--- config.mk ---
export PLATFORM = sky130hd
export DESIGN_NAME = video_mode_ctrl
export DESIGN_NICKNAME = d
export VERILOG_FILES = /design/src/rtl/video_mode_ctrl.sv
export SDC_FILE = /design/constraint.sdc
export NUM_CORES = 1
export LEC_CHECK = 0
export ABC_AREA = 1
export CORE_ASPECT_RATIO = 1.75
export CORE_MARGIN = 2
export CORE_UTILIZATION = 63
export CTS_BUF_LIST = sky130_fd_sc_hd__clkbuf_8
export DETAILED_ROUTE_END_ITERATION = 8
export PLACE_DENSITY = 0.95
export SYNTH_ARGS = -nofsm -noshare
export SYNTH_HDL_FRONTEND = slang
export SYNTH_SLANG_ARGS = --single-unit
export TNS_END_PERCENT = 5
--- constraint.sdc ---
create_clock -name clk_sys -period 2.4 [get_ports clk_sys]
set_input_delay 0.6 -clock clk_sys [delete_from_list [all_inputs] [get_ports clk_sys]]
set_output_delay 0.6 -clock clk_sys [all_outputs]
set_load 0.005 [all_outputs]
--- src/rtl/video_mode_ctrl.sv ---
// Mode-configuration sequencer for video_mixer: shadows mode writes and commits them
// on frame boundaries, blanking the picture for a few frames after structural changes.
module video_mode_ctrl #(
    parameter logic [6:0]  INIT_CFG     = 7'h00,
    parameter logic [3:0]  BLANK_FRAMES = 4'd2,
    parameter logic [20:0] TIMEOUT      = 21'h100000
) (
    input  logic       clk_sys,
    input  logic       reset_n,
    input  logic       cfg_valid,
    output logic       cfg_ready,
    input  logic [6:0] cfg_data,
    input  logic       VSync,
    output logic [1:0] scanlines,
    output logic       scandoubler_disable,
    output logic       hq2x,
    output logic       ypbpr,
    output logic       ypbpr_full,
    output logic       mono,
    output logic       blank,
    output logic       cfg_pending
);

    typedef enum logic [1:0] {S_IDLE, S_PENDING, S_BLANK} state_t;

    state_t      state_q, state_d;
    logic [6:0]  active_q, active_d;
    logic [6:0]  pending_q, pending_d;
    logic        blank_q, blank_d;
    logic        cfg_pending_q, cfg_pending_d;
    logic        vs_dly_q, vs_dly_d;
    logic [20:0] tmo_cnt_q, tmo_cnt_d;
    logic [3:0]  frm_cnt_q, frm_cnt_d;
    logic        frame_tick;
    logic        accept;
    logic        structural;

    assign cfg_ready  = reset_n && (state_q != S_BLANK);
    assign accept     = cfg_valid && cfg_ready;
    assign frame_tick = (vs_dly_q && !VSync) || (tmo_cnt_q == TIMEOUT - 21'd1);
    // Only scandoubler bypass and YPbPr change the sync structure seen by the monitor.
    assign structural = (pending_q[2] != active_q[2]) || (pending_q[4] != active_q[4]);

    always_comb begin
        state_d       = state_q;
        active_d      = active_q;
        pending_d     = pending_q;
        blank_d       = blank_q;
        cfg_pending_d = cfg_pending_q;
        frm_cnt_d     = frm_cnt_q;
        vs_dly_d      = VSync;

        if (frame_tick || state_q == S_IDLE) begin
            tmo_cnt_d = 21'd0;
        end else if (tmo_cnt_q == TIMEOUT - 21'd1) begin
            tmo_cnt_d = tmo_cnt_q;
        end else begin
            tmo_cnt_d = tmo_cnt_q + 21'd1;
        end

        case (state_q)
            S_IDLE: begin
                if (accept) begin
                    pending_d     = cfg_data;
                    cfg_pending_d = 1'b1;
                    state_d       = S_PENDING;
                end
            end
            S_PENDING: begin
                if (frame_tick) begin
                    active_d      = pending_q;
                    cfg_pending_d = accept;
                    if (accept) begin
                        pending_d = cfg_data;
                    end
                    // A write landing on a structural commit is kept and committed after blanking.
                    if (structural && BLANK_FRAMES != 4'd0) begin
                        state_d   = S_BLANK;
                        blank_d   = 1'b1;
                        frm_cnt_d = 4'd0;
                    end else if (!accept) begin
                        state_d = S_IDLE;
                    end
                end else if (accept) begin
                    pending_d = cfg_data;
                end
            end
            S_BLANK: begin
                if (frame_tick) begin
                    if (frm_cnt_q == BLANK_FRAMES - 4'd1) begin
                        blank_d = 1'b0;
                        state_d = cfg_pending_q ? S_PENDING : S_IDLE;
                    end else begin
                        frm_cnt_d = frm_cnt_q + 4'd1;
                    end
                end
            end
            default: begin
                state_d = S_IDLE;
            end
        endcase
    end

    always_ff @(posedge clk_sys) begin
        if (!reset_n) begin
            state_q       <= S_IDLE;
            active_q      <= INIT_CFG;
            pending_q     <= INIT_CFG;
            blank_q       <= 1'b0;
            cfg_pending_q <= 1'b0;
            vs_dly_q      <= 1'b0;
            tmo_cnt_q     <= 21'd0;
            frm_cnt_q     <= 4'd0;
        end else begin
            state_q       <= state_d;
            active_q      <= active_d;
            pending_q     <= pending_d;
            blank_q       <= blank_d;
            cfg_pending_q <= cfg_pending_d;
            vs_dly_q      <= vs_dly_d;
            tmo_cnt_q     <= tmo_cnt_d;
            frm_cnt_q     <= frm_cnt_d;
        end
    end

    assign scanlines           = active_q[1:0];
    assign scandoubler_disable = active_q[2];
    assign hq2x                = active_q[3];
    assign ypbpr               = active_q[4];
    assign ypbpr_full          = active_q[5];
    assign mono                = active_q[6];
    assign blank               = blank_q;
    assign cfg_pending         = cfg_pending_q;

endmodule

# ---- Word-level counts from Yosys, hierarchy flattened
# Cells that the tools add are included.
dict set report totals {
  register_bits 44
  inputBits 11
  out_inout_bits 10
}
dict set report classes {
  bitwise 1
  n_reduce_logical 18
  muxes 21
  n_addsub 2
  eq_ne 14
}
# cell n
set op_table {}
lappend op_table {{$add A21 B1 Y21 const B} 1}
lappend op_table {{$eq A21 B20 Y1 const B} 1}
lappend op_table {{$mux W4} 4}
lappend op_table {{$reduce_and A5 Y1} 3}
lappend op_table {{$ne A2 B2 Y1 const B} 7}
lappend op_table {{$mux W2} 6}
lappend op_table {{$pmux W4 S2} 1}
lappend op_table {{$mux W1} 7}
lappend op_table {{$pmux W2 S3} 1}
lappend op_table {{$add A4 B1 Y4 const B} 1}
lappend op_table {{$eq A4 B1 Y1 const B} 1}
lappend op_table {{$pmux W1 S2} 2}
lappend op_table {{$reduce_and A2 Y1} 2}
lappend op_table {{$reduce_bool A2 Y1} 2}
lappend op_table {{$reduce_or A2 Y1} 2}
lappend op_table {{$logic_and A1 B1 Y1} 3}
lappend op_table {{$logic_or A1 B1 Y1} 3}
lappend op_table {{$ne A3 B3 Y1 const B} 1}
lappend op_table {{$reduce_and A3 Y1} 1}
lappend op_table {{$eq A2 B1 Y1 const B} 1}
lappend op_table {{$eq A2 B2 Y1 const B} 1}
lappend op_table {{$logic_not A2 Y1} 1}
lappend op_table {{$ne A1 B1 Y1} 2}
lappend op_table {{$logic_not A1 Y1} 1}
lappend op_table {{$not A1 Y1} 1}

# ---- Logic depth before layout (Yosys ltp)
dict set report logic_depth {
  ltp_word 7
  mapped_depth 10
  mapped_depth_nobuf 10
}

# ---- Least setup slack after synthesis
# No wires, ideal clock.
dict set report synth_timing {
  path_kind {register to register}
  startpoint {register tmo_cnt_q[0]}
  endpoint {register frm_cnt_q[0]}
  slack_ns 0.789
  setup_ns 0.115
  path_buffers 1
  path_stages_with_launch 10
  arrival_time_ns 1.496
  path_cell_list {dfxtp_1 -> ha_1 -> nand3_2 -> nor2_4 -> nand3_4 -> nand3_2 -> buf_6 -> nand3_1 -> nand2_1 -> nor2_1}
}
dict set report synth_between {
  elab_chain_cells 4
  elab_cells_between_ends 5
  cone_classes {3 x eq/ne; 2 x reduce/logical}
}
# item line_no
set synth_lines {}
lappend synth_lines {{start: declaration} 32} ;# logic [20:0] tmo_cnt_q, tmo_cnt_d;
lappend synth_lines {{start signal: assignment} 121} ;# tmo_cnt_q <= tmo_cnt_d;
lappend synth_lines {{$eq A21 B20 Y1 *} 40} ;# assign frame_tick = (vs_dly_q && !VSync) || (tmo_cnt_q == TIMEOUT - 21'd1);
lappend synth_lines {{$logic_or A1 B1 Y1 *} 40}
lappend synth_lines {{$ne A2 B2 Y1 (no source line)} -}
lappend synth_lines {{$reduce_and A5 Y1 (no source line) *} -}
lappend synth_lines {{end signal: assignment} 122} ;# frm_cnt_q <= frm_cnt_d;
lappend synth_lines {{end: declaration} 33} ;# logic [3:0] frm_cnt_q, frm_cnt_d;
# Every way passes the cells marked *; elsewhere a longest branch is shown, timed or not.
# A chain may end at the register's enable or synchronous reset.

# ---- Worst setup path after layout
dict set report layout_timing {
  startpoint {input port reset_n}
  endpoint {output port cfg_ready}
}
dict set report layout_between {
  elab_chain_cells 1
}
# item line_no
set layout_lines {}
lappend layout_lines {{start: declaration} 9} ;# input logic reset_n,
lappend layout_lines {{$logic_and A1 B1 Y1} 38} ;# assign cfg_ready = reset_n && (state_q != S_BLANK);
lappend layout_lines {{end: declaration} 11} ;# output logic cfg_ready,
# No other way between the ends.

==> metrics.md <==
| Metric | Value |
|---|---|
| Worst setup SP type | `primary input` |
| Min Tclk post-route | `2020 ps` |
| Most common cell after layout, fill and taps aside | `nand2_1` |
| Final Skew | `6.83 ps` |
| Avg WL per Cell | `13.4 µm` |
| Total clock sinks | `44` |
| Max Buffers Root-to-Sink | `2` |
| Largest cells by area after synthesis | `dfxtp_1, nand2_1, nor2_1` |
| Top-area cell type share of the netlist area | `40.3%` |
| Status | `finished, final reports clean` |
| Critical Path RT | `1800 ps` |
| GPL Wtd Cong | `0.904` |
| Peak Freq | `just under 500 MHz` |
| Cells after Synth | `320` |
| Layout Cells excl Fill | `just under 400` |
| Pre-antenna DRT Iters | `4` |
| Global-route wire length before repair | `8980 µm` |
| I/O Pins | `21` |
| Commonest cells after routing, fill and taps aside | `nand2_1, dfxtp_1, nor2_1, inv_1` |
| Slew Limit Headroom | `64.7%` |
| Via count | `2174` |
| DRC Markers | `0` |
| Critical path class | `in2out` |
| Die area | `3980 µm²` |
| DRT antenna net count | `0` |
| Inserted Clock Buffers | `5` |
| Initial Utilization | `65.1%` |
| Clk_lat worst skew | `300 ps` |
| Post-synthesis sequential area ratio | `40.3%` |
| Largest net degree at the start of global routing | `19` |
| Final Hold Viols | `0` |
| CTS tree | `built` |
| Library cells used by synthesis | `26` |
| Final WL | `approximately 5300 µm` |
| Hold bufs inserted after CTS | `0` |
| Number of global-route vias before repair | `2159` |
| GRT overflow | `0` |
| Total power | `1.99 mW` |
| Worst Tran Pin Value | `525 ps` |
| Clock-pin slew on the worst setup and hold paths | `80 ps` |
| Die height | `82.0 µm` |
| Crit end category | `output pin` |
| Initial antenna violation count | `0` |
| MaxCap Viol Count | `0` |
| Worst hold slack | `450 ps` |
| Crit path DAT | `1420 ps` |
| Gr usage total | `~29%` |
| Die Width | `48.6 µm` |
| PortBufs | `20` |
| Setup TNS | `0 ps` |
| Static Leakage | `1.05 nW` |
| RSZ-0062 raised after global routing | `false` |
| Avg Cell Area, Syn | `6.84 µm²` |
| Core box area | `3360 µm²` |
| Cells after DPL | `about 390` |
| Worst vdd ir | `0.562 mV` |
| Final core occ | `76.9%` |
| Syn Std Cell Area | `around 2200 µm²` |
| Pwr Density | `770 nW/µm²` |
| Seq cells post-synth | `44` |
| Vias per Instance | `5.52` |
| Violation count after the first detailed-route iteration | `between 90 and 100` |
| Slew Viols, Final | `0` |
| Post-DP HPWL | `3830 µm` |
| Min-Delay Path Class | `reg2reg` |
| Fill cell count | `about 250` |
| Final Setup Violations | `0` |
| Area leader, netlist | `dfxtp_1` |
| Share of cells above drive strength 1 | `8.60%` |
| CTS root buffer | `clkbuf_8` |
| Syn nets | `334` |
| Crit share post-route | `84.0%` |
| Final nets | `roughly 360` |
| Antenna diodes | `0` |
| Layout area overhead | `18.1%` |
| # H-tree levels | `2` |
| Standard-cell rows | `28` |
| CP max FO | `2` |
| Synth warn | `0` |
[worst max-delay path, cell delays in order]
cell and delay, ps:
clkdlybuf4s50_1 480, inv_1 70, nor2_2 130, dlymetal6s2s_1 140
[final cells by class]
type / count / area (µm²) / area share, %
Multi-Input combinational cell: 234 / 1140 / 44.2
Sequential cell: 44 / 881 / 34.1
Timing Repair Buffer: 27 / 255 / 9.87
Inverter: 36 / 135 / 5.23
Clock buffer: 5 / 68.8 / 2.66
Tap cell: 45 / 56.3 / 2.18
Clock inverter: 3 / 46.3 / 1.79
[sequential cells by signal (all words and copies together) (netlist names)]
| signal | count |
|---|---|
| tmo_cnt_q | 21 |
| pending_q | 7 |
| state_q | 2 |
| vs_dly_q | 1 |
| blank | 1 |
| cfg_pending | 1 |
| active_q | 7 |
| frm_cnt_q | 4 |
[per-layer routing]
| metal | vias up | routed length, µm | track usage (%) |
|---|---|---|---|
| met5 | - | 0 | 0 |
| met4 | 0 | 99 | 12.6 |
| met3 | 11 | 164 | 5.45 |
| met2 | 46 | 3030 | 59.2 |
| met1 | 1038 | 1990 | 26.9 |
| li1 | 1079 | - | - |
[path summary, 6_finish.rpt]
kind / end / from / cells after the start / slack, ps
worst min register to register: tmo_cnt_q[20] / tmo_cnt_q[20] / 2 / 450
worst max register to register: active_q[5] / tmo_cnt_q[1] / 8 / 510
worst min-delay path: tmo_cnt_q[20] / tmo_cnt_q[20] / 2 / 450
worst max-delay path: cfg_ready / reset_n / 4 / 380
[cell families after synthesis]
family          Yosys count  share of synthesized area, %
simple gates            181                          36.9
flops                    44                          40.3
xor+xnor                 10                          4.00
fa+ha+maj                 3                          1.72
compound gates           40                          9.49
buf+inv                  42                          7.66
[synth_stat cells, drive strengths merged]
library cell,number
nand2,89
dfxtp,44
nor2,42
inv,36
nand3,34
a21oi,29
nor3,8
o21ai,7
xnor2,5
xor2,5
a31oi,3
buf,3
clkbuf,3
ha,3
nand4,3
or2,3
nand3b,2
a31o,1
[where the power goes]
group	internal, mW	switching [mW]	total, mW
clock	0.314	0.269	0.583
sequential	0.794	0.0641	0.858
combinational	0.210	0.338	0.548
[through the flow]
| step | worst slack (ps) | cell area (µm²) |
|---|---|---|
| after floorplan | 789 | 2190 |
| after global placement | 42.4 | 2460 |
| after detailed placement | -15.9 | 2460 |
| after CTS | 3.98 | 2580 |
| after global routing | 324 | 2580 |
| final | 385 | 2580 |
[what timing repair did]
item | in CTS | in global routing
gates resized for setup | 1 | 1
setup buffers | 0 | 0
gates cloned | 0 | 0
setup endpoints to repair | 1 | 1
No activity file was read; power rests on OpenSTA's default activity.
